File: config.mk
export PLATFORM = sky130hd
export DESIGN_NAME = fft_stage_sched
export DESIGN_NICKNAME = d
export VERILOG_FILES = /design/src/rtl/fft_stage_sched.sv
export SDC_FILE = /design/constraint.sdc
export NUM_CORES = 1
export LEC_CHECK = 0
export ABC_CLOCK_PERIOD_IN_PS = 2150
export CORE_AREA = 8 8 65 67
export DETAILED_ROUTE_END_ITERATION = 16
export DIE_AREA = 0 0 73 75
export PLACE_DENSITY = 0.59
export REMOVE_ABC_BUFFERS = 1
export SETUP_SLACK_MARGIN = 0.02
export SLEW_MARGIN = 25
export SYNTH_ARGS = -nofsm -noshare
export SYNTH_HDL_FRONTEND = slang
export SYNTH_SLANG_ARGS = --single-unit
File: constraint.sdc
create_clock -name clk -period 2.15 [get_ports clk]
set_input_delay 0.43 -clock clk [delete_from_list [all_inputs] [get_ports clk]]
set_output_delay 0.43 -clock clk [all_outputs]
set_load 0.03 [all_outputs]
File: src/rtl/fft_stage_sched.sv
// Stage sequencer for an iterative FFT datapath: accepts a loaded frame, walks it
// through STAGES butterfly passes of CALC_CYCLES cycles each, then hands it to the unloader.
module fft_stage_sched #(
  parameter int unsigned STAGES      = 3,
  parameter int unsigned CALC_CYCLES = 2,
  parameter int unsigned FCNT_W      = 8
) (
  input  logic              clk,
  input  logic              rst_n,
  input  logic              sp_valid,
  output logic              sp_ack,
  input  logic              ps_ready,
  input  logic              flush,
  output logic              mux_flag,
  output logic [2:0]        rotation,
  output logic              reg_we,
  output logic              demux_flag,
  output logic              busy,
  output logic              stall,
  output logic              frame_done,
  output logic [FCNT_W-1:0] frame_cnt
);

  localparam int unsigned S_W    = 3;
  localparam int unsigned C_W    = 4;
  localparam logic [S_W-1:0] S_LAST = S_W'(STAGES - 1);
  localparam logic [C_W-1:0] C_LAST = C_W'(CALC_CYCLES - 1);

  typedef enum logic {
    IDLE = 1'b0,
    CALC = 1'b1
  } state_t;

  state_t            state_q;
  logic [S_W-1:0]    s_q;
  logic [C_W-1:0]    c_q;
  logic [FCNT_W-1:0] frame_cnt_q;
  logic              frame_done_q;

  logic in_calc_c;
  logic c_last_c;
  logic s_last_c;
  logic final_c;
  logic complete_c;

  // Pass/phase decode; completion needs the unloader ready and no abort pending
  always_comb begin
    in_calc_c  = (state_q == CALC);
    c_last_c   = (c_q == C_LAST);
    s_last_c   = (s_q == S_LAST);
    final_c    = in_calc_c & c_last_c & s_last_c;
    complete_c = final_c & ps_ready & ~flush;
  end

  always_ff @(posedge clk or negedge rst_n) begin
    if (!rst_n) begin
      state_q      <= IDLE;
      s_q          <= '0;
      c_q          <= '0;
      frame_cnt_q  <= '0;
      frame_done_q <= 1'b0;
    end else begin
      frame_done_q <= complete_c;
      if (complete_c) begin
        frame_cnt_q <= frame_cnt_q + FCNT_W'(1);
      end
      case (state_q)
        IDLE: begin
          if (sp_valid && !flush) begin
            state_q <= CALC;
            s_q     <= '0;
            c_q     <= '0;
          end
        end
        CALC: begin
          if (flush) begin
            state_q <= IDLE;
            s_q     <= '0;
            c_q     <= '0;
          end else if (c_last_c) begin
            if (!s_last_c) begin
              s_q <= s_q + S_W'(1);
              c_q <= '0;
            end else if (ps_ready) begin
              state_q <= IDLE;
              s_q     <= '0;
              c_q     <= '0;
            end
            // final pass with unloader not ready: hold s/c until it is
          end else begin
            c_q <= c_q + C_W'(1);
          end
        end
        default: begin
          state_q <= IDLE;
          s_q     <= '0;
          c_q     <= '0;
        end
      endcase
    end
  end

  // Datapath controls decode from registered state; stall and demux see ps_ready directly
  always_comb begin
    busy       = in_calc_c;
    rotation   = in_calc_c ? s_q : '0;
    mux_flag   = in_calc_c & (s_q != '0);
    sp_ack     = in_calc_c & (s_q == '0) & (c_q == '0);
    reg_we     = in_calc_c & c_last_c & ~s_last_c;
    demux_flag = complete_c;
    stall      = final_c & ~ps_ready;
    frame_done = frame_done_q;
    frame_cnt  = frame_cnt_q;
  end

endmodule

# After elaboration in Yosys (flattened, before gate mapping)
# Index checks and enable logic that the tools add are counted.
# classes
addsub,3
n_eq_ne,6
mux,19
n_bitwise,13
reduce_logical,7
# op_table
operator,n
4-bit 2-to-1 mux,5
3-bit 2-to-1 mux,6
1-bit bitwise AND,9
"8-bit by 1-bit adder with 8-bit output, second input constant",1
4-bit one-hot mux with 2 select lines,1
3-bit one-hot mux with 2 select lines,1
1-bit 2-to-1 mux,5
"5-bit != test, second input constant",1
"4-bit by 1-bit adder with 4-bit output, second input constant",1
"4-bit by 1-bit == test with 1-bit output, second input constant",1
4-bit logical NOT,1
"4-bit != test, second input constant",1
1-bit inverter,4
"3-bit by 1-bit adder with 3-bit output, second input constant",1
"3-bit by 2-bit == test with 1-bit output, second input constant",1
3-bit logical NOT,1
"3-bit by 2-bit != test with 1-bit output, second input constant",1
3-bit AND reduction,1
3-bit nonzero test,1
"2-bit != test, second input constant",1
1-bit one-hot mux with 2 select lines,1
2-bit AND reduction,1
1-bit logical AND,1
1-bit logical NOT,1
# totals
regBits,17
inputBits,5
output_inout_bits,18
word_cells,53

# Depth between registers and ports, before layout
# Gate-level depths: netlist of the first run.
# logic_depth
word_depth,5
ltp_mapped,6
ltp_nobuf,6

# Worst setup path after synthesis of the first run
# Ideal clock, no wire load.
# synth_path
kind,register -> register
start,register c_q[1]
end,"register frame_cnt_q[1], in the netlist frame_cnt[1]"
setup_ps,125
arrival_ps,1864
t_required_ps,2025
slack_ps,162
path_stages_with_launch,6
n_path_buf,0
synth_period_minus_slack_ps,1988
path_cell_list,dfrtp_1 inv_1 ha_1 or3b_4 nor3_4 mux2_2
# synth_between
elab_chain_cells,5
# synth_rtl
item,line,text
"start, declared",36,logic [C_W-1:0] c_q;
"start signal, assigned",91,c_q <= c_q + C_W'(1);
4-bit by 1-bit == test with 1-bit output,49,c_last_c = (c_q == C_LAST);
1-bit bitwise AND (2 in a row),51,final_c = in_calc_c & c_last_c & s_last_c;
1-bit bitwise AND (2 in a row),52,complete_c = final_c & ps_ready & ~flush;
named net demux_flag,17,"output logic demux_flag,"
"end signal, assigned",65,frame_cnt_q <= frame_cnt_q + FCNT_W'(1);
"end, declared",37,logic [FCNT_W-1:0] frame_cnt_q;
# The timed path passes the listed nets, and every way through them passes these cells.
# A chain may end at the register's enable or synchronous reset.

# Final worst setup path of the first run
# layout_path
start,register s_q[2]
end,output stall
# layout_between
elab_chain_cells,3
# layout_rtl
item,line,text
"start, declared",35,logic [S_W-1:0] s_q;
"start signal, assigned",82,s_q <= s_q + S_W'(1);
3-bit by 2-bit == test with 1-bit output,50,s_last_c = (s_q == S_LAST);
1-bit bitwise AND,51,
1-bit bitwise AND,111,stall = final_c & ~ps_ready;
"end, declared",19,"output logic stall,"
# No other way between the ends.

==> results.json, run 1 <==
{
  "comb_power_share_pct": 21.5,
  "critPathKind": "reg -> out",
  "start_util_pct": 28.8,
  "worstSetupEndpointType": "output port",
  "area_delta_synth_final_pct": 44.8,
  "fill_cells": 336,
  "dp_hpwl_mm": 1.77,
  "numPortBuffers": 22,
  "drive_gt1_share_pct": 26.4,
  "grt_max_degree": 18,
  "powerDensity_nw_per_um2": 492,
  "synth_xor_area_share_pct": 8.47,
  "final_util_pct": 41.7,
  "required_ps": 1720,
  "post-route-drc-count": 0,
  "synthCells": 88,
  "critPathTopFamily": "simple AND/OR/NAND/NOR gates",
  "dieHeight_um": 75,
  "synth_fa_ha_area_share_pct": 5.38,
  "p_leak_nw": 0.620,
  "synth_top_family_by_area": "simple AND/OR/NAND/NOR gates",
  "synth_compound_area_share_pct": 8.47,
  "numCtsBuffers": 3,
  "seq_area_frac_synth_pct": 45.7,
  "ys_ff_latch": 17,
  "nNetsFinal": 135,
  "period_needed_ps": 2110,
  "path_buf_inv": 2,
  "finClkSkew_ps": 6.67,
  "cts.sinks": 17,
  "grt_pass1_vias": 836,
  "synthSimpleGateAreaFrac_pct": 27.6,
  "start_kind": "register",
  "drt_wl_total_mm": 2.27,
  "worstPathCellList": "buf_4 -> or3b_4 -> nor2_2 -> and3_1 -> buf_6",
  "cp_max_fo": 7,
  "die_area_sq_um": 5480,
  "wire_per_inst_um": 13.3,
  "cp_slowest_cell": "dfrtp_1",
  "final_cells": 171,
  "num_antenna_cells": 0,
  "cts_buffer_depth": 2,
  "seqCellArea_sq_um": 427,
  "rsz0062_at_grt": "yes",
  "power_report.internal_total_mw": 0.465,
  "clock.fmax_mhz": 474,
  "place.gp.congestion": 0.802,
  "syn_area_sq_um": 931,
  "antenna_found_initial": 0,
  "slew_headroom_pct": 67.7,
  "finalHoldViolations": 0,
  "power_frac_seq_pct": 51.1,
  "ios": 23,
  "ant_nets": 0,
  "dp_cells": 162,
  "finalPower_mw": 0.663,
  "arrival_ps": 1680,
  "slew_viol_final": 0,
  "ys_types": 29,
  "grtUsageTotal_pct": 9.42,
  "synth.avg_cell_area_sq_um": 10.6,
  "setup_viol": 0,
  "core-area_sq_um": 3230,
  "grt_pass1_wl_mm": 4.00,
  "htree_levels": 1,
  "grt-ovfl-total": 0,
  "critical_path.max_stage_delay_ps": 410,
  "max_cap_viol_count": 0,
  "swShare_pct": 29.8,
  "power_frac_clock_pct": 27.4,
  "post-route-period-util_pct": 98.1,
  "status": "finished, final reports clean",
  "vias": 772,
  "hold_class": "in -> async",
  "switchingPower_mw": 0.198,
  "rows": 21,
  "drt_pass1_iterations": 4,
  "synth.area.mux_share_pct": 2.42,
  "ir_drop_mv": 0.330,
  "root_buffer": "clkbuf_4",
  "via_per_inst": 4.51,
  "clk_latency_ps": 300,
  "tightest_slew_ps": 485,
  "multi_input_area_sq_um": 509,
  "die_x_um": 73,
  "drt-initial-drc-count": 12,
  "cts.reportedPaths.clkPinSlew_ps": 110,
  "ys_warn_count": 0,
  "cts_tree": "built"
}
## cells in the final DEF, fill, tap and decap left out, drive strengths merged
| master | netlist | routed |
|---|---|---|
| or3b | 2 | 2 |
| nor4 | 1 | 1 |
| inv | 4 | 4 |
| nand4 | 4 | 4 |
| buf | 0 | 15 |
| a22o | 1 | 1 |
| nor3b | 1 | 1 |
| nand2b | 1 | 1 |
| nand4bb | 1 | 1 |
| dlymetal6s2s | 0 | 1 |
| clkinv | 0 | 1 |
| nor2b | 3 | 3 |
| ha | 4 | 4 |
| a21oi | 2 | 2 |
| nor2 | 7 | 7 |
| dfrtp | 17 | 17 |
| o41ai | 1 | 1 |
| nand3 | 2 | 2 |
| and4 | 1 | 1 |
| nand2 | 7 | 7 |
| clkbuf | 1 | 4 |
| o21ai | 7 | 7 |
| clkdlybuf4s50 | 0 | 17 |
| a211oi | 1 | 1 |
| and3 | 3 | 3 |
| mux2 | 2 | 2 |
| and2 | 3 | 3 |
| a31o | 1 | 1 |
| xnor2 | 6 | 6 |
| xor2 | 3 | 3 |
| nor3 | 2 | 2 |
## power groups by stage
stage,clock [mW],combinational [mW],sequential (mW)
3_5_place_dp,0,0.124,0.347
4_1_cts,0.185,0.144,0.340
6_report,0.182,0.142,0.339
3_3_place_gp,0,0.120,0.346
5_1_grt,0.197,0.157,0.341
2_1_floorplan,0,0.0624,0.350
## layout make-up
class,instances,area share (%)
repair buffers,34,23.1
clock inverters,1,0.371
flip-flops and latches,17,31.7
inverters,4,1.11
well taps,46,4.27
multi-input cells,66,37.8
clock buffers,3,1.67
## final timing paths
path	start	endpoint	slack, ps	depth (start not counted)
max	s_q[2]	stall	40	5
min	rst_n	s_q[2]	440	2
max reg2reg	c_q[1]	frame_cnt[7]	280	7
min reg2reg	frame_cnt[7]	frame_cnt[7]	470	1
max in group asynchronous	rst_n	busy	1510	2
min in group clk	frame_cnt[7]	frame_cnt[7]	470	1
## metrics by stage
stage	hold WS, ps	TNS, ps	setup WS [ps]	area, sq um
2_1_floorplan	134	0	162	927
3_3_place_gp	462	0	176	1250
3_5_place_dp	462	0	170	1250
4_1_cts	452	0	21.8	1340
5_1_grt	452	-82.1	-44.3	1350
6_report	440	0	40.1	1350
## layer usage
metal,GRT usage (%),part of all wire [%]
met5,0,0
met4,2.44,0.57
met3,5.59,10
met1,10.2,45
met2,15.3,45
## Yosys cell counts, drive strengths merged
master	count	area (sq um)
nand2	7	26.3
and3	3	18.8
nor3b	1	7.51
mux2	2	22.5
a21oi	2	10.0
nand3	2	10.0
a31o	1	8.76
nand4	4	25.0
a22o	1	8.76
xor2	3	26.3
nand2b	1	6.26
nor4	1	21.3
and4	1	8.76
nor3	2	21.3
nand4bb	1	27.5
clkbuf	1	3.75
xnor2	6	52.6
ha	4	50.1
dfrtp	17	425
a211oi	1	7.51
o21ai	7	35.0
nor2	7	26.3
or3b	2	20.0
o41ai	1	8.76
and2	3	18.8
nor2b	3	18.8
inv	4	15.0
## flip-flops by register name, summed over array words and instances (netlist names)
register	cells
c_q	4
s_q	3
busy	1
frame_cnt	8
frame_done	1
## cell families after synthesis
group,after synthesis
compound gates,13
xor+xnor,9
fa+ha+maj,4
buf+inv,5
flops,17
mux,2
simple gates,38
## repair_timing
action,CTS,global route
hold buffers,0,0
cloned,0,0
pin swaps,2,0
setup endpoints to repair,8,5
buffers inserted,5,0
resized for setup,10,4
(Power assumes the default switching activity.)
==> run 2: changes to the inputs <==
--- a/config.mk
+++ b/config.mk
@@ -5,11 +5,11 @@
 export SDC_FILE = /design/constraint.sdc
 export NUM_CORES = 1
 export LEC_CHECK = 0
-export ABC_CLOCK_PERIOD_IN_PS = 2150
+export ABC_CLOCK_PERIOD_IN_PS = 1800
 export CORE_AREA = 8 8 65 67
 export DETAILED_ROUTE_END_ITERATION = 16
 export DIE_AREA = 0 0 73 75
-export PLACE_DENSITY = 0.59
+export PLACE_DENSITY = 0.61
 export REMOVE_ABC_BUFFERS = 1
 export SETUP_SLACK_MARGIN = 0.02
 export SLEW_MARGIN = 25
==> constraint.sdc (replaced) <==
create_clock -name clk -period 1.8 [get_ports clk]
set_input_delay 0.36 -clock clk [delete_from_list [all_inputs] [get_ports clk]]
set_output_delay 0.36 -clock clk [all_outputs]
set_load 0.03 [all_outputs]
==> run 2 against run 1 <==
The run now ends with negative setup slack left; first-iteration DRC count is 130% higher; final area is 14% higher; power is 27% higher; sequential cell count stayed put; core utilization is 5.8 points higher; combinational power is 63% higher; global-route usage is 0.53 points lower; critical endpoint is now demux_flag; highest routed layer unchanged.
==> results.json, run 2 (synthesis results as in run 1) <==
{
  "required_ps": 1440,
  "finalPower_mw": 0.840,
  "powerDensity_nw_per_um2": 547,
  "slew_viol_final": 0,
  "grt_pass1_wl_mm": 3.93,
  "status": "finished with violations",
  "drt_pass1_iterations": 4,
  "period_needed_ps": 2040,
  "root_buffer": "clkbuf_4",
  "finalHoldViolations": 0,
  "start_util_pct": 28.8,
  "area_delta_synth_final_pct": 64.8,
  "layout_common_cells": "22 x buf_4, 15 x dfrtp_1, 10 x buf_6",
  "p_leak_nw": 0.776,
  "fin_hold_ws_ps": 381,
  "clk_latency_ps": 290,
  "drt-initial-drc-count": 28,
  "tightest_slew_ps": 516,
  "rsz0062_at_grt": "yes",
  "violations": "negative setup slack",
  "max_cap_viol_count": 0,
  "critPathKind": "reg -> out",
  "cts_tree": "built",
  "clock.fmax_mhz": 491,
  "ios": 23,
  "hold_buffers": 0,
  "numCtsBuffers": 3,
  "die_area_sq_um": 5480,
  "core-area_sq_um": 3230,
  "post-route-drc-count": 0,
  "arrival_ps": 1680,
  "cp_max_fo": 2,
  "cts_buffer_depth": 2,
  "slew_headroom_pct": 65.6,
  "setup_ws_ps": -239,
  "htree_levels": 1,
  "final_common_cell": "buf_4",
  "ir_drop_mv": 0.290,
  "finClkSkew_ps": 4.93,
  "setup_viol": 10,
  "vias": 854,
  "nNetsFinal": 151,
  "grt-ovfl-total": 0,
  "ant_nets": 0,
  "post-route-period-util_pct": 113,
  "dp_hpwl_mm": 1.67,
  "die_x_um": 73,
  "dieHeight_um": 75,
  "grt_pass1_vias": 859,
  "worstSetupEndpointType": "output port",
  "antenna_found_initial": 0,
  "wire_per_inst_um": 12.6,
  "largest_register_ffs": 8,
  "drt_wl_total_mm": 2.35,
  "cts.reportedPaths.clkPinSlew_ps": 100,
  "drive_gt1_share_pct": 39.0,
  "grt_max_degree": 18,
  "via_per_inst": 4.57,
  "num_antenna_cells": 0,
  "grtUsageTotal_pct": 8.89,
  "start_kind": "register",
  "hold_class": "in -> async",
  "cts.sinks": 17,
  "place.gp.congestion": 0.855,
  "numPortBuffers": 22,
  "rows": 21
}
run 2: changes by cell type in the layout (fill, tap and decap cells not counted), moves of 2 or more:
| cell | delta |
|---|---|
| buf_4 | +10 |
| and3_1 | -2 |
| and3_4 | +2 |
| buf_6 | +7 |
| clkdlybuf4s50_1 | -10 |
| dlygate4sd2_1 | +6 |
| dlymetal6s2s_1 | +2 |
run 2: final cells by class:
| type | count | area (sq um) |
|---|---|---|
| multi-input combinational | 66 | 554 |
| tap | 46 | 57.6 |
| inverter | 4 | 15.0 |
| sequential | 17 | 428 |
| clock buffer | 4 | 26.3 |
| timing repair buffer | 50 | 453 |
| fill | 300 | 1700 |
run 2: layer usage:
metal | track usage (%) | routed length, um | vias to the layer above
met4 | 2.44 | 6 | 0
met1 | 11.1 | 1050 | 404
met5 | 0 | 0 | -
met3 | 3.73 | 196 | 2
li1 | - | - | 416
met2 | 13.7 | 1100 | 32
run 2: stage by stage:
| stage | std cells | setup WS (ps) | utilization [%] | TNS (ps) | area, sq um |
|---|---|---|---|---|---|
| CTS | 184 | -237 | 45.5 | -781 | 1470 |
| finish | 187 | -239 | 47.5 | -995 | 1530 |
| detailed placement | 173 | -145 | 41.2 | -405 | 1330 |
| global route | 187 | -337 | 47.5 | -2100 | 1530 |
| floorplan | 87 | -188 | - | -567 | 927 |
| global placement | 173 | -106 | 41.2 | -283 | 1330 |
run 2: path summary, 6_finish.rpt:
path,from,endpoint,cells past startpoint,slack (ps)
worst max register to register,c_q[1],frame_cnt[7],8,-110
worst min register to register,frame_cnt[4],frame_cnt[4],1,480
worst max-delay path,c_q[1],demux_flag,5,-240
worst min-delay path,rst_n,s_q[1],2,380
max in group asynchronous,rst_n,busy,2,1220
min in group clk,frame_cnt[4],frame_cnt[4],1,480
run 2: power by group:
group | internal [mW] | switching (mW) | leakage (nW)
clock network | 0.0860 | 0.118 | 0.0150
logic | 0.124 | 0.107 | 0.529
registers | 0.392 | 0.0123 | 0.232
run 2: critical path: stages, from the launching register on:
cell	delay, ps
dfrtp_1	410
inv_2	90
ha_4	130
or3b_4	390
nor3_4	220
buf_6	160
run 2: repair_timing:
action                     in CTS  in global routing
hold endpoints to repair        0                  0
resized for setup              27                 16
setup endpoints to repair      16                 16
pin swaps                       5                  6
setup buffers                   8                  4
